$ cat src/rtl/multich_vec_sequencer.sv
// Multi-channel vector sequencer: fetches allocation instructions and streams data/coef RAM
// addresses per vector, replaying the program once per channel. Define DATA_WRAP_EN for circular data addressing.
module multich_vec_sequencer #(
  parameter int VEC_ID_WIDTH       = 4,
  parameter int REGFILE_ADDR_WIDTH = 4,
  parameter int ALLOC_LENGTH_WIDTH = 8,
  parameter int DATA_ADDR_WIDTH    = 10,
  parameter int INSTR_ADDR_WIDTH   = 6,
  parameter int CHANNELS           = 2,
  parameter int CH_STRIDE          = 64,
  parameter int UPS_FACTOR         = 2,
  localparam int IW = 2 + VEC_ID_WIDTH + 2*REGFILE_ADDR_WIDTH + ALLOC_LENGTH_WIDTH + 2*DATA_ADDR_WIDTH,
  localparam int CH_WIDTH = $clog2(CHANNELS) + 1
) (
  input  logic                          clk,
  input  logic                          rst,
  input  logic                          en,
  input  logic                          prog,
  input  logic [IW-1:0]                 instr_word,
  output logic                          fetch,
  output logic [INSTR_ADDR_WIDTH-1:0]   pc,
  output logic [CH_WIDTH-1:0]           ch,
  output logic                          en_ram_pa,
  output logic                          wr_ram_pa,
  output logic                          en_ram_pb,
  output logic                          wr_ram_pb,
  output logic [DATA_ADDR_WIDTH-1:0]    data_addr,
  output logic [DATA_ADDR_WIDTH-1:0]    coef_addr,
  output logic                          rw,
  output logic [REGFILE_ADDR_WIDTH-1:0] ar1,
  output logic [REGFILE_ADDR_WIDTH-1:0] ar2,
  output logic [REGFILE_ADDR_WIDTH-1:0] ard,
  output logic                          done
);

  typedef enum logic [2:0] {
    S0_IDLE    = 3'd0,
    S1_FETCH   = 3'd1,
    S2_DECODE  = 3'd2,
    S3_RUN     = 3'd3,
    S4_WB      = 3'd4,
    S5_STORE   = 3'd5,
    S6_NEXT_CH = 3'd6,
    S7_DONE    = 3'd7
  } state_e;

  typedef struct packed {
    logic                          lstg_f;
    logic                          upse_f;
    logic [VEC_ID_WIDTH-1:0]       vector_id;
    logic [REGFILE_ADDR_WIDTH-1:0] result_reg;
    logic [REGFILE_ADDR_WIDTH-1:0] error_reg;
    logic [ALLOC_LENGTH_WIDTH-1:0] vector_len;
    logic [DATA_ADDR_WIDTH-1:0]    data_ptr;
    logic [DATA_ADDR_WIDTH-1:0]    coef_ptr;
  } instr_t;

  state_e                        state_q, state_n;
  instr_t                        instr;
  logic                          lstg_q;
  logic [ALLOC_LENGTH_WIDTH-1:0] len_q;
  logic [ALLOC_LENGTH_WIDTH-1:0] idx_q;
  logic [DATA_ADDR_WIDTH-1:0]    base_q;
  logic [DATA_ADDR_WIDTH-1:0]    step_q;
  logic [DATA_ADDR_WIDTH-1:0]    ch_base_q;
  logic [DATA_ADDR_WIDTH-1:0]    base_now;
  logic [DATA_ADDR_WIDTH-1:0]    addr_first;
  logic [DATA_ADDR_WIDTH-1:0]    addr_next;
  logic                          last_idx;
  logic                          last_stage;
  logic                          last_ch;
  logic                          unused_vec_id;

`ifdef DATA_WRAP_EN
  logic [ALLOC_LENGTH_WIDTH-1:0] frame_q;
  logic [ALLOC_LENGTH_WIDTH-1:0] off_q;
  logic [ALLOC_LENGTH_WIDTH-1:0] off_first;
  logic [ALLOC_LENGTH_WIDTH-1:0] off_next;
`endif

  assign instr         = instr_t'(instr_word);
  assign unused_vec_id = ^instr.vector_id;
  assign last_idx      = (idx_q == len_q - 1'b1);
  // The top program slot never wraps pc: it always closes the channel pass.
  assign last_stage    = lstg_q | (pc == '1);
  assign last_ch       = (ch == CH_WIDTH'(CHANNELS - 1));
  assign wr_ram_pb     = 1'b0;

  // Data addresses: first index is formed from the raw instruction word at decode,
  // later indices step from the latched channel base.
  always_comb begin
    base_now = instr.data_ptr + ch_base_q;
`ifdef DATA_WRAP_EN
    off_first  = frame_q & (instr.vector_len - 1'b1);
    off_next   = (off_q + 1'b1) & (len_q - 1'b1);
    addr_first = base_now + DATA_ADDR_WIDTH'(off_first);
    addr_next  = base_q + DATA_ADDR_WIDTH'(off_next);
`else
    addr_first = base_now;
    addr_next  = data_addr + 1'b1;
`endif
  end

  always_ff @(posedge clk) begin
    if (rst) state_q <= S0_IDLE;
    else     state_q <= state_n;
  end

  always_comb begin
    // NOTE: every output of this block gets a default first, so no path can infer a latch.
    state_n   = state_q;
    fetch     = 1'b0;
    en_ram_pa = 1'b0;
    wr_ram_pa = 1'b0;
    en_ram_pb = 1'b0;
    rw        = 1'b0;
    done      = 1'b0;
    if (prog) begin
      state_n = S0_IDLE;
    end else if (en) begin
      unique case (state_q)
        S0_IDLE:    state_n = S1_FETCH;
        S1_FETCH:   state_n = S2_DECODE;
        S2_DECODE:  state_n = (instr.vector_len == '0) ? S4_WB : S3_RUN;
        S3_RUN:     if (last_idx) state_n = S4_WB;
        S4_WB:      state_n = last_stage ? S5_STORE : S1_FETCH;
        S5_STORE:   state_n = last_ch ? S7_DONE : S6_NEXT_CH;
        S6_NEXT_CH: state_n = S1_FETCH;
        S7_DONE:    state_n = S1_FETCH;
        default:    state_n = S0_IDLE;
      endcase
    end
    if (en) begin
      unique case (state_q)
        S1_FETCH: fetch = 1'b1;
        S3_RUN: begin
          en_ram_pa = 1'b1;
          en_ram_pb = 1'b1;
        end
        S4_WB:    rw = 1'b1;
        S5_STORE: begin
          en_ram_pa = 1'b1;
          wr_ram_pa = 1'b1;
        end
        S7_DONE:  done = 1'b1;
        default:  ;
      endcase
    end
  end

  // NOTE: sequential state uses non-blocking assignments so every register samples pre-edge values.
  always_ff @(posedge clk) begin
    if (rst) begin
      pc        <= '0;
      ch        <= '0;
      ch_base_q <= '0;
      data_addr <= '0;
      coef_addr <= '0;
      ar1       <= '0;
      ar2       <= '0;
      ard       <= '0;
      lstg_q    <= 1'b0;
      len_q     <= '0;
      idx_q     <= '0;
      base_q    <= '0;
      step_q    <= '0;
`ifdef DATA_WRAP_EN
      frame_q   <= '0;
      off_q     <= '0;
`endif
    end else if (prog) begin
      pc        <= '0;
      ch        <= '0;
      ch_base_q <= '0;
    end else if (en) begin
      unique case (state_q)
        S2_DECODE: begin
          lstg_q    <= instr.lstg_f;
          len_q     <= instr.vector_len;
          idx_q     <= '0;
          base_q    <= base_now;
          data_addr <= addr_first;
          coef_addr <= instr.coef_ptr;
          step_q    <= instr.upse_f ? DATA_ADDR_WIDTH'(UPS_FACTOR) : DATA_ADDR_WIDTH'(1);
          ar1       <= instr.result_reg;
          ar2       <= instr.error_reg;
          ard       <= instr.result_reg;
`ifdef DATA_WRAP_EN
          off_q     <= off_first;
`endif
        end
        S3_RUN: begin
          if (!last_idx) begin
            idx_q     <= idx_q + 1'b1;
            data_addr <= addr_next;
            coef_addr <= coef_addr + step_q;
`ifdef DATA_WRAP_EN
            off_q     <= off_next;
`endif
          end
        end
        S4_WB: begin
          if (last_stage) data_addr <= base_q;
          else            pc <= pc + 1'b1;
        end
        S6_NEXT_CH: begin
          ch        <= ch + 1'b1;
          ch_base_q <= ch_base_q + DATA_ADDR_WIDTH'(CH_STRIDE);
          pc        <= '0;
        end
        S7_DONE: begin
          ch        <= '0;
          ch_base_q <= '0;
          pc        <= '0;
`ifdef DATA_WRAP_EN
          frame_q   <= frame_q + 1'b1;
`endif
        end
        default: ;
      endcase
    end
  end

endmodule

$ cat config.mk
export PLATFORM = sky130hd
export DESIGN_NAME = multich_vec_sequencer
export DESIGN_NICKNAME = d
export VERILOG_FILES = /design/src/rtl/multich_vec_sequencer.sv
export SDC_FILE = /design/constraint.sdc
export NUM_CORES = 1
export LEC_CHECK = 0
export ABC_AREA = 1
export CAP_MARGIN = 20
export CORE_MARGIN = 5
export CORE_UTILIZATION = 30
export CTS_CLUSTER_DIAMETER = 30
export DETAILED_ROUTE_END_ITERATION = 6
export SLEW_MARGIN = 5
export SYNTH_ARGS = -nofsm -noshare
export SYNTH_HDL_FRONTEND = slang
export SYNTH_SLANG_ARGS = --single-unit
$ cat constraint.sdc
create_clock -name clk -period 3.8 [get_ports clk]
set_clock_uncertainty 0.15 [all_clocks]
set_input_delay 0.76 -clock clk [delete_from_list [all_inputs] [get_ports clk]]
set_output_delay 0.76 -clock clk [all_outputs]
set_load 0.03 [all_outputs]
Word level (Yosys, flattened, before mapping)
Cells that the tools add are included.
{"block": "classes", "n_reduce_logical": 16, "n_eq_ne": 14, "add_sub_neg": 8, "muxes": 29, "bitwise_logic": 2}
{"op": "one-hot mux 10 bit (2 select lines)", "n": 2}
{"op": "two-way mux 10 bit", "n": 3}
{"op": "one-hot mux 10 bit (3 select lines)", "n": 1}
{"op": "adder 10 bit", "n": 2}
{"op": "one-hot mux 3 bit (6 select lines)", "n": 1}
{"op": "one-hot mux 8 bit (2 select lines)", "n": 1}
{"op": "two-way mux 1 bit", "n": 13}
{"op": "== test 3 bit, second input constant", "n": 4}
{"op": "one-hot mux 6 bit (2 select lines)", "n": 1}
{"op": "adder 10 x 1 -> 10 bit, second input constant", "n": 1}
{"op": "adder 10 x 7 -> 10 bit, second input constant", "n": 1}
{"op": "two-way mux 3 bit", "n": 3}
{"op": "adder 8 x 1 -> 8 bit, second input constant", "n": 1}
{"op": "== test 8 bit", "n": 1}
{"op": "logical NOT 8 bit", "n": 1}
{"op": "two-way mux 8 bit", "n": 1}
{"op": "!= test 2 bit, second input constant", "n": 4}
{"op": "subtractor 8 x 1 -> 8 bit, second input constant", "n": 1}
{"op": "adder 6 x 1 -> 6 bit, second input constant", "n": 1}
{"op": "== test 3 x 2 -> 1 bit, second input constant", "n": 2}
{"op": "== test 6 bit, second input constant", "n": 1}
{"op": "two-way mux 6 bit", "n": 1}
{"op": "AND reduction 3 bit", "n": 2}
{"op": "nonzero test 2 bit", "n": 3}
{"op": "14 further kinds", "n": 17}
{"block": "word_totals", "output_inout_bits": 47, "input_bits": 46, "ff_bits": 86}

Depth between registers and ports, before layout
Gate-level depths: netlist of run 1.
{"block": "depth", "depth_word": 4, "depth_mapped": 15, "depth_no_buf": 15}

Worst setup path after synthesis of run 1
OpenSTA, ideal clock, no wires.
{"block": "synth_path", "path_type": "input-to-output", "startpoint": "in en", "endpoint": "out done", "arrival_time_ns": 1.710, "setup_slack_ns": 1.180, "stages": 2, "n_path_buf": 0, "cell_sequence": "clkinv_1 -> nor3_1"}
{"block": "synth_via", "elab_chain_len": 1}
{"element": "start, declared", "line_no": "17", "source": "input logic en,"}
{"element": "two-way mux 1 bit", "line_no": "133", "source": "if (en) begin"}
{"element": "end, declared", "line_no": "33", "source": "output logic done"}
Every way passes these cells.

Final worst setup path of run 1
Ends and elaborated chain as after synthesis.

==> results of run 1 <==
## report_power, final
group | internal (W) | switching (W) | total (W) | leakage, nW
logic | 0.0000806 | 0.0000942 | 0.000175 | 1.46
clock network | 0.000543 | 0.000330 | 0.000872 | 0.150
registers | 0.000764 | 0.0000105 | 0.000775 | 0.581
## logic make-up (layout without fill, tap and decap cells)
| group | count (synthesis) | in the layout | synth area share [%] |
|---|---|---|---|
| AO/OA/AOI/OAI | 91 | 91 | 12.38 |
| other | 1 | 1 | 0.08963 |
| flip-flops | 72 | 72 | 34.45 |
| AND/OR/NAND/NOR | 317 | 317 | 33.61 |
| buffers and inverters | 110 | 197 | 11.78 |
| adder cells (fa/ha/maj) | 12 | 12 | 3.768 |
| XOR/XNOR | 17 | 17 | 3.918 |
## per-layer routing
metal | vias to the layer above | global-route usage [%] | wire [um]
met1 | 1782 | 18.73 | 5313
met4 | 0 | 5.930 | 251
met2 | 77 | 23.57 | 5260
met5 | - | 0 | 0
met3 | 19 | 3.750 | 560
li1 | 2165 | - | -
## state kept, by name, indices dropped and copies added (netlist names)
register / flops
ard: 4
ch_base_q: 4
coef_addr: 10
idx_q: 8
step_q: 2
ar2: 4
lstg_q: 1
ch: 2
pc: 6
state_q: 3
len_q: 8
data_addr: 10
base_q: 10
## cells in the mapped netlist (all sizes together)
master  count
o211ai      2
nor2       99
nand2     138
xor2       14
or2         3
nand4      10
o311ai      1
a22oi       1
o22ai      17
ha         11
a21o        1
xnor3       1
buf        17
a211oi      3
nand3b      6
o221ai      1
clkinv      2
nand3      44
a31oi       2
a221oi      2
o21a        1
fa          1
conb        1
and3        1
nor3b       3
dfxtp      72
inv        84
o21ai      24
clkbuf      7
xnor2       2
nor3       13
a21oi      36
## layout make-up
cell class              count  area (um^2)  share of cell area [%]
multi-input cells         438         2250                   41.13
clock buffers              13        260.3                   4.758
repair buffers             95        930.9                   17.02
clock inverters             3        40.04                  0.7319
well taps                 180        225.2                   4.117
inverters                  86        322.8                   5.901
flip-flops and latches     72         1441                   26.35
## worst register-to-register path: stages, from the launching register on
cell	delay, ps
dfxtp_1	370
inv_2	150
nand3_1	120
buf_4	250
inv_2	100
buf_4	280
nand3_4	310
nand2_4	290
inv_1	170
nor2_1	110
nor2_1	50
## metrics by stage
step | worst slack (ps) | utilization, % | hold slack [ps] | area [um^2]
2_1_floorplan | 1180 | - | 288.7 | 4184
3_3_place_gp | 378.7 | 37.54 | 298.5 | 5170
3_5_place_dp | 364.9 | 37.54 | 303.1 | 5170
4_1_cts | 362.8 | 39.72 | 313.3 | 5470
5_1_grt | 260.0 | 39.72 | 341.8 | 5470
6_report | 378.8 | 39.72 | 310.0 | 5470
## worst max path at each step
stage / start / end / slack (ps) / cells after the start
3_5_place_dp: en / done / 360 / 4
3_3_place_gp: en / done / 380 / 4
5_1_grt: en / done / 260 / 4
6_report: en / done / 380 / 4
2_1_floorplan: en / done / 1180 / 2
4_1_cts: en / done / 360 / 4
## placed cells by master, fill, tap and decap left out, types with 10 or more instances in the layout
cell type,count
nand4_1,10
dfxtp_1,72
xor2_1,14
a21oi_1,35
o22ai_1,17
nor2_1,92
nand2_1,136
clkdlybuf4s50_1,87
nor3_1,12
ha_1,11
nand3_1,42
o21ai_0,24
inv_1,76
==> flow_metrics.tcl, run 1 <==
set metrics [dict create \
    slew_violations 0 \
    max_cap_violations 0 \
    setup_viol 0 \
    area_growth_pct 30.74 \
    htree_levels 3 \
    syn_inst 620 \
    yosys_warnings 0 \
    wl_per_cell_um 12.84 \
    start_kind "input port" \
    r2r_cells 10 \
    dp_hpwl_um 8404 \
    place_congestion 0.8217 \
    fin_cells 887 \
    io_buffers 87 \
    synth-seq-cells 72 \
    slowest_stage "clkdlybuf4s50_1" \
    synth_top_cell_area_share_pct 34.45 \
    routed_wl_um 11390 \
    ioPinCount 93 \
    worstHoldPathCells 2 \
    die-area_um2 16410 \
    min_to "ar2[0]$_SDFFE_PP0P_" \
    rows 43 \
    dieHeight_um 128.1 \
    finalSetupTns_ps 0 \
    cp_top_family "buffers and inverters" \
    path_cells "clkdlybuf4s50_1, clkinv_1, nor3_1, clkdlybuf4s50_1" \
    grt_pass1_wl_um 19510 \
    grt_usage_pct 14.66 \
    crit_fanout 6 \
    post_cts_buffers 0 \
    drtIter0Drc 216 \
    vias_per_cell 4.558 \
    p_per_area_nw_per_um2 333.1 \
    antenna_found_initial 0 \
    reg2reg_to "coef_addr[8]$_SDFFE_PP0P_" \
    finalCritPeriodShare_pct 90.03 \
    avgSynthCellArea_um2 6.748 \
    numCtsBuffers 9 \
    drcViolationCount 0 \
    p_leak_nw 2.196 \
    drive_gt1_share_pct 6.365 \
    dieWidth_um 128.1 \
    peakVddDrop_mv 0.1538 \
    cts_num_sinks 72 \
    rsz0062_at_grt "false" \
    placed_cells 871 \
    yosys.cell_types.count 47 \
    yosys-top-cells-area "dfxtp_1 34%, nand2_1 12%, nor2_1 8.3%, inv_1 6.8%, nand3_1 5.0%" \
    seq_area_frac_synth_pct 34.45 \
    grt_pass1_vias 3997 \
    syn-num-nets 678 \
    diodes 0 \
    endpoint_kind "primary output" \
    cp.arrival_ps 2510 \
    num-nets-final 760 \
    cts_hold_buffers 0 \
    crit_top_cell "clkdlybuf4s50_1" \
    grt_max_degree 27 \
    initial_core_util_pct 30.38 \
    status "finished clean" \
    cts_max_path_buffers 2 \
    clkTransAtPathRegs_ps 60 \
    reg2reg_setup_slack_ps 1360 \
    period_needed_ps 3421 \
    clock-root-buffer "clkbuf_16" \
    worst_hold_path_type "flop to flop" \
    path_buf_inv 3 \
    cts_tree "yes" \
    cts_resized 0 \
    overflow 0 \
    num_vias 4043 \
    drtPass1Iterations 5 \
    syn_area_um2 4184 \
    fillers 1534 \
    crit_type "input port to primary output" \
    clock_latency_ps 340 \
    slowest_delay_ps 740 \
    drtAntennaViolNets 0 \
    hold_viol 0 \
    cp.required_ps 2890 \
    p_total_w 0.001822 \
    core_area_um2 13770 \
    r2r-start "state_q[2]$_SDFFE_PP0P_" \
    holdCritStartpoint "ar2[0]$_SDFFE_PP0P_" \
    maxSlewHeadroom_pct 64.64 \
    tightest_slew_ps 528.7 \
    synth_top_cell_by_area "dfxtp_1" \
    fmax_ghz 0.2923 \
]
Power figures use the tool's default switching activity.
==> inputs of run 2 (changes only) <==
CTS_CLUSTER_SIZE = 30   (was unset)
RECOVER_POWER = 25   (was unset)
==> run 2 against run 1 <==
Critical path depth unchanged. Combinational power about the same. Worst setup slack about the same. Sequential power about the same. First-iteration DRC count increased by 0.46%. Maximum frequency about the same. Critical path type unchanged. Non-clock buffer count unchanged.
==> flow_metrics.tcl, run 2 (synthesis results as in run 1) <==
set metrics [dict create \
    power_switching_w 0.0004333 \
    tightest_slew_ps 524.7 \
    num_vias 4043 \
    cp_top_family "buffers and inverters" \
    hold_viol 0 \
    crit_top_cell "clkdlybuf4s50_1" \
    hold_ws_ps 308.8 \
    antenna_found_initial 0 \
    start_kind "input port" \
    setup_viol 0 \
    reg2reg_to "coef_addr[8]$_SDFFE_PP0P_" \
    fmax_ghz 0.2923 \
    dp_hpwl_um 8404 \
    routed_wl_um 11380 \
    drtIter0Drc 217 \
    worstHoldPathCells 2 \
    p_per_area_nw_per_um2 333.3 \
    path_buf_inv 3 \
    clock-root-buffer "clkbuf_16" \
    numCtsBuffers 9 \
    cts_tree "yes" \
    r2r-start "len_q[0]$_SDFFE_PP0P_" \
    drtAntennaViolNets 0 \
    finalSetupTns_ps 0 \
    worst_hold_path_type "flop to flop" \
    p_leak_nw 2.287 \
    finalCritPeriodShare_pct 90.02 \
    drcViolationCount 0 \
    overflow 0 \
    intPower_w 0.001386 \
    dieWidth_um 128.1 \
    crit_fanout 6 \
    vias_per_cell 4.558 \
    drtPass1Iterations 4 \
    diodes 0 \
    die-area_um2 16410 \
    p_comb_share_pct 9.5 \
    num-nets-final 760 \
    rsz0062_at_grt "false" \
    cts_resized 0 \
    reg2reg_setup_slack_ps 1260 \
    core_area_um2 13770 \
    slowest_stage "clkdlybuf4s50_1" \
    status "finished clean" \
    dieHeight_um 128.1 \
    cts_max_path_buffers 2 \
    grt_pass1_vias 3997 \
    place_congestion 0.8217 \
    min_to "ar2[0]$_SDFFE_PP0P_" \
    crit_start "en" \
    area_growth_pct 30.50 \
    htree_levels 3 \
    grt_max_degree 27 \
    largest_registers "base_q (10), coef_addr (10), data_addr (10)" \
    maxSlewHeadroom_pct 64.91 \
    cp.arrival_ps 2510 \
    io_buffers 87 \
    fin_cells 887 \
    layout_common_cells "137 x nand2_1, 93 x nor2_1, 76 x inv_1" \
    grt_pass1_wl_um 19510 \
    placed_cells 871 \
    ioPinCount 93 \
    period_needed_ps 3421 \
    seq_power_share_pct 42.6 \
    cts_hold_buffers 0 \
    initial_core_util_pct 30.38 \
    grt_usage_pct 14.66 \
    clock_latency_ps 340 \
    path_cells "clkdlybuf4s50_1, clkinv_1, nor3_1, clkdlybuf4s50_1" \
    endpoint_kind "primary output" \
    cts_num_sinks 72 \
    post_cts_buffers 0 \
    fin_util_pct 39.64 \
    layout_commonest_cell "nand2_1" \
    rows 43 \
    crit_type "input port to primary output" \
    drive_gt1_share_pct 6.082 \
    slew_violations 0 \
    max_cap_violations 0 \
    r2r_cells 12 \
    clock_power_share_pct 47.9 \
    cp.required_ps 2890 \
    swShare_pct 23.81 \
    peakVddDrop_mv 0.1538 \
    holdCritStartpoint "ar2[0]$_SDFFE_PP0P_" \
    slowest_delay_ps 740 \
    wl_per_cell_um 12.83 \
    clkTransAtPathRegs_ps 60 \
]
==> run 2: area by class of cell <==
type | count | area, um^2
multi-input combinational | 438 | 2240
fill | 1537 | 8313
inverter | 86 | 322.8
clock buffer | 13 | 260.3
clock inverter | 3 | 40.04
timing repair buffer | 95 | 930.9
sequential | 72 | 1441
tap | 180 | 225.2
==> run 2: worst max-delay path by stage <==
stage / endpoint / slack [ps] / depth (start not counted)
after floorplan: done / 1180 / 2
after global placement: done / 380 / 4
after detailed placement: done / 360 / 4
after CTS: done / 360 / 4
after global routing: done / 260 / 4
final: done / 380 / 4
==> run 2: worst register-to-register path, stage by stage, from the launching register on <==
cell	delay, ps
dfxtp_1	340
inv_1	90
ha_1	310
xor2_1	130
nand2_1	80
nor2_2	90
nand3_2	80
nor2_1	240
nand3_4	310
nand2_4	290
inv_1	170
nor2_1	110
nor2_1	50
==> run 2: per-layer routing <==
layer	GRT usage (%)	up-vias	wire length, um
li1	-	2166	-
met1	18.73	1785	5328
met2	23.57	73	5245
met3	3.750	19	551
met4	5.930	0	251
met5	0	-	0
==> run 2: power groups by stage <==
stage	Sequential [W]	Clock, W	Combinational [W]
4_1_cts	0.000775	0.000889	0.000176
6_report	0.000775	0.000872	0.000173
5_1_grt	0.000776	0.000923	0.000194
3_3_place_gp	0.000791	0	0.000175
2_1_floorplan	0.000800	0	0.0000855
3_5_place_dp	0.000791	0	0.000176
==> run 2: stage by stage <==
step | setup slack (ps) | power, W | area [um^2]
6_report | 379.3 | 0.001820 | 5460
3_5_place_dp | 364.9 | 0.0009670 | 5170
3_3_place_gp | 378.7 | 0.0009670 | 5170
4_1_cts | 362.8 | 0.001840 | 5470
5_1_grt | 260.0 | 0.001893 | 5460
2_1_floorplan | 1180 | 0.0008858 | 4184
==> inputs of run 3 (changes only) <==
CORE_UTILIZATION = 44   (was 30)
PLACE_DENSITY = 0.71   (was unset)
==> run 3 against run 2 <==
Critical path depth grew 1. First-iteration DRC count grew 9.2%. Via count grew 3.4%. Largest cell class unchanged. Largest power group is now registers. Highest routed layer unchanged.
==> flow_metrics.tcl, run 3 (synthesis results as in run 1) <==
set metrics [dict create \
    grt_pass1_vias 4069 \
    finalCritPeriodShare_pct 89.46 \
    cts_num_sinks 72 \
    numCtsBuffers 9 \
    area_growth_pct 25.60 \
    largest_registers "base_q (10), coef_addr (10), data_addr (10)" \
    layout_commonest_cell "nand2_1" \
    rsz0062_at_grt "false" \
    slowest_delay_ps 720 \
    cts_hold_buffers 0 \
    overflow 0 \
    setup_viol 0 \
    io_buffers 87 \
    clkTransAtPathRegs_ps 60 \
    drtAntennaViolNets 0 \
    cp.required_ps 2890 \
    initial_core_util_pct 45.28 \
    max_cap_violations 0 \
    fillers 894 \
    cts_tree "yes" \
    fmax_ghz 0.2942 \
    vias_per_cell 5.025 \
    slew_violations 0 \
    dieHeight_um 107.5 \
    start_kind "input port" \
    endpoint_kind "primary output" \
    layout_common_cells "136 x nand2_1, 92 x nor2_1, 76 x inv_1" \
    dieWidth_um 107.5 \
    drtIter0Drc 237 \
    maxSlewHeadroom_pct 28.18 \
    path_cells "clkdlybuf4s50_1, clkinv_1, buf_4, nor2_1, clkdlybuf4s50_1" \
    cts_resized 0 \
    tightest_slew_ps 1077 \
    hold_viol 0 \
    p_per_area_nw_per_um2 279.6 \
    dp_hpwl_um 8153 \
    fin_cells 832 \
    slowest_stage "clkdlybuf4s50_1" \
    core_area_um2 9240 \
    post_cts_buffers 0 \
    diodes 0 \
    num-nets-final 759 \
    wl_per_cell_um 13.04 \
    finalSetupTns_ps 0 \
    num_vias 4181 \
    cp.arrival_ps 2490 \
    htree_levels 3 \
    clock_latency_ps 340 \
    multiInputGateArea_um2 2250 \
    grt_usage_pct 19.27 \
    drcViolationCount 0 \
    crit_fanout 7 \
    antenna_found_initial 0 \
    cts_max_path_buffers 2 \
    rows 35 \
    grt_pass1_wl_um 18310 \
    fin_util_pct 56.87 \
    ioPinCount 93 \
    crit_type "input port to primary output" \
    drive_gt1_share_pct 5.832 \
    place_congestion 0.8623 \
    clock-root-buffer "clkbuf_8" \
    drtPass1Iterations 5 \
    die-area_um2 11560 \
    p_leak_nw 2.190 \
    routed_wl_um 10850 \
    worst_hold_path_type "flop to flop" \
    crit_top_cell "clkdlybuf4s50_1" \
    grt_max_degree 25 \
    layout.area.seq_um2 1441 \
    period_needed_ps 3399 \
    status "finished clean" \
    placed_cells 819 \
    peakVddDrop_mv 0.1553 \
]
## run 3: changes by cell type in the layout (fill, tap and decap cells not counted)
cell,change
dlygate4sd3_1,-6
buf_4,-2
bufinv_16,-1
clkbuf_8,+9
nand2_2,+1
nor2_1,-1
clkinv_2,-1
clkbuf_16,-9
nor2_4,+1
nand2_1,-1
clkdlybuf4s50_1,+6
## run 3: layout make-up
cell class | count | share of cell area, %
flip-flops and latches | 72 | 27.43
clock inverters | 1 | 0.09524
inverters | 86 | 6.143
well taps | 129 | 3.071
multi-input cells | 438 | 42.81
clock buffers | 12 | 2.952
repair buffers | 94 | 17.50
## run 3: critical path, delay by kind of cell
kind                   cells  cell delay, ps
buffers and inverters      4            1610
AND/OR/NAND/NOR            1             110
## run 3: final timing paths
path                                    end  cells after the start                  start  slack [ps]
hold reg to reg         ar2[0]$_SDFFE_PP0P_                      2    ar2[0]$_SDFFE_PP0P_         310
setup / recovery                         rw                      5                     en         400
setup reg to reg  coef_addr[3]$_SDFFE_PP0P_                     12  len_q[0]$_SDFFE_PP0P_        1360
hold / removal          ar2[0]$_SDFFE_PP0P_                      2    ar2[0]$_SDFFE_PP0P_         310
## run 3: power breakdown
part / internal [W] / switching [W]
Sequential: 0.000764 / 0.0000105
Combinational: 0.0000790 / 0.0000942
Clock: 0.000261 / 0.000261
## run 3: through the flow
step / power, W / area [um^2] / worst slack (ps) / hold slack (ps)
2_1_floorplan: 0.0008858 / 4184 / 1180 / 288.7
3_3_place_gp: 0.0009628 / 5099 / 436.0 / 296.8
3_5_place_dp: 0.0009648 / 5099 / 425.2 / 305.3
4_1_cts: 0.001486 / 5259 / 406.2 / 316.4
5_1_grt: 0.001534 / 5255 / 333.2 / 332.6
6_report: 0.001469 / 5255 / 400.6 / 309.0
## run 3: per-layer routing
layer	track usage (%)	wire, um	part of all wire, %	up-vias
met5	0	0	0	-
met1	23.01	4686	43	1923
met2	33.48	5294	49	97
met3	5.879	698	6.4	11
li1	-	-	-	2150
met4	5.050	170	1.6	0
==> patch (config.mk and constraints of run 2) <==
The parameter `INSTR_ADDR_WIDTH` goes from 6 to 8.
--- a/src/rtl/multich_vec_sequencer.sv
+++ b/src/rtl/multich_vec_sequencer.sv
@@ -6,5 +6,5 @@
   parameter int ALLOC_LENGTH_WIDTH = 8,
   parameter int DATA_ADDR_WIDTH    = 10,
-  parameter int INSTR_ADDR_WIDTH   = 6,
+  parameter int INSTR_ADDR_WIDTH   = 8,
   parameter int CHANNELS           = 2,
   parameter int CH_STRIDE          = 64,
Interface: changed (resized pc); port bits go from 93 to 95. The function was not compared with the original's and may differ.
==> patch against run 2 <==
Final area grew 3.5%. Area after synthesis grew 4.2%. Sequential cell count grew 2. Final cell count grew 4.2%. Core utilization shrank 0.33 points. Global-route usage shrank 0.32 points. Synthesized cell count grew 5.0%. Critical path depth grew 2. Total power shrank 3.2%. Wire length grew 4.9%. Sequential power grew 2%. Count of clock-buffer cells in the layout shrank 4. Setup slack lost 160 ps. Highest routed layer unchanged.
==> patch: results (changes against run 2) <==
\begin{tabular}{lr}
\hline
Metric & Value \\
\hline
\multicolumn{2}{l}{\textbf{GRT}} \\
Met2 routing resource usage after global routing & 0.210 (-0.0252) \\
Met1 Usage GRT & 0.202 (+0.0142) \\
Global-route wire length before repair & 19,500 um (-0.14\%) \\
Number of global-route vias before repair & 3,944 (-1.3\%) \\
Pin count of the biggest net entering global routing & 26 (-3.7\%) \\
Met3 Track Usage GR & 0.0394 (+0.00193) \\
Combined global-route utilization of all metal layers & 0.143 (-0.00322) \\
\multicolumn{2}{l}{\textbf{Setup path}} \\
Cell family with most CP delay & buffers and inverters \\
Peak fanout along the critical path & 9 (+3) \\
Data arrival time at the worst-slack endpoint & 2670 ps (+160 ps) \\
Critical Path Max Stage Delay & 680 ps (-60 ps) \\
\multicolumn{2}{l}{\textbf{Yosys}} \\
Synth warn & 0 (unchanged) \\
Net Count, Synth & 709 (+4.6\%) \\
Biggest area contributors in the synthesized netlist & dfxtp\_1 (34\%), nand2\_1 (12\%), nor2\_1 (8.9\%), nand3\_1 (6.4\%), inv\_1 (5.4\%) \\
Number of different library cells in the post-synthesis netlist & 44 (-6.4\%) \\
Most used standard cells in the synthesized netlist & nand2\_1 (141), nor2\_1 (103), dfxtp\_1 (74) \\
Share of synthesized area occupied by flip-flops and latches & 0.340 (-0.00485) \\
\multicolumn{2}{l}{\textbf{Drt}} \\
Total number of vias & 4,262 (+5.4\%) \\
Met3 WL post-DR & 760 um (+38\%) \\
Detailed-routing wirelength on met1 & 5930 um (+11\%) \\
Count of routing violations after the opening detailed-route iteration & 233 (+7.4\%) \\
Routed wire length & 11,900 um (+4.9\%) \\
\multicolumn{2}{l}{\textbf{Placement}} \\
Placer's final routability congestion estimate & 0.798 (-2.9\%) \\
Worst slack at placement & 298 ps (-66.5 ps) \\
Port buffer count & 89 (+2.3\%) \\
Detailed-placement wirelength estimate & 8760 um (+4.2\%) \\
\multicolumn{2}{l}{\textbf{Pwr}} \\
P\_leak & 2.22 nW (-2.8\%) \\
Maximum vdd ir drop & 0.000183 V (+19\%) \\
\multicolumn{2}{l}{\textbf{Status}} \\
Outcome & completed \\
\multicolumn{2}{l}{\textbf{Final layout}} \\
Number of nets at the end of the flow & 793 (+4.3\%) \\
Share of layout cells above drive strength 1 & 0.0824 (+0.0216) \\
Ant. Diodes & 0 (unchanged) \\
Largest registers & base\_q x10, coef\_addr x10, data\_addr x10 \\
\hline
\end{tabular}
## patch: final timing paths
| path | end | startpoint | slack, ps | cells past startpoint |
|---|---|---|---|---|
| worst max-delay path | done | en | 220 | 6 |
| worst min-delay path | ar2[1]$_SDFFE_PP0P_ | ar2[1]$_SDFFE_PP0P_ | 310 | 2 |
| worst max register to register | coef_addr[3]$_SDFFE_PP0P_ | len_q[0]$_SDFFE_PP0P_ | 1190 | 13 |
| worst min register to register | ar2[1]$_SDFFE_PP0P_ | ar2[1]$_SDFFE_PP0P_ | 310 | 2 |
## patch: cell families after synthesis
| group | Yosys count | synth area share |
|---|---|---|
| xor+xnor | 15 | 0.0301 |
| fa+ha+maj | 12 | 0.0361 |
| compound gates | 98 | 0.133 |
| other cells | 1 | 0.000860 |
| buf+inv | 99 | 0.102 |
| simple gates | 352 | 0.358 |
| flops | 74 | 0.340 |
## patch: area by class of cell
type                            count  area, um^2
Tap cell                          184         230
Clock buffer                        9         225
Inverter                           76         290
Sequential cell                    74        1480
Multi-Input combinational cell    478        2430
Fill cell                        1532        8720
Timing Repair Buffer               96         940
Clock inverter                      7        53.8
## patch: power breakdown
part / internal, mW / total [mW] / switching, mW / leakage (nW)
clock: 0.445 / 0.805 / 0.360 / 0.128
combinational: 0.0750 / 0.165 / 0.0897 / 1.50
sequential: 0.784 / 0.792 / 0.00878 / 0.597
## patch: metrics by stage
step / power (mW) / area (um^2) / utilization / cells
CTS: 1.79 / 5660 / 0.394 / 924
floorplan: 0.898 / 4360 / - / 651
finish: 1.76 / 5650 / 0.393 / 924
detailed placement: 0.976 / 5380 / 0.374 / 908
global route: 1.84 / 5650 / 0.393 / 924
global placement: 0.976 / 5380 / 0.374 / 908
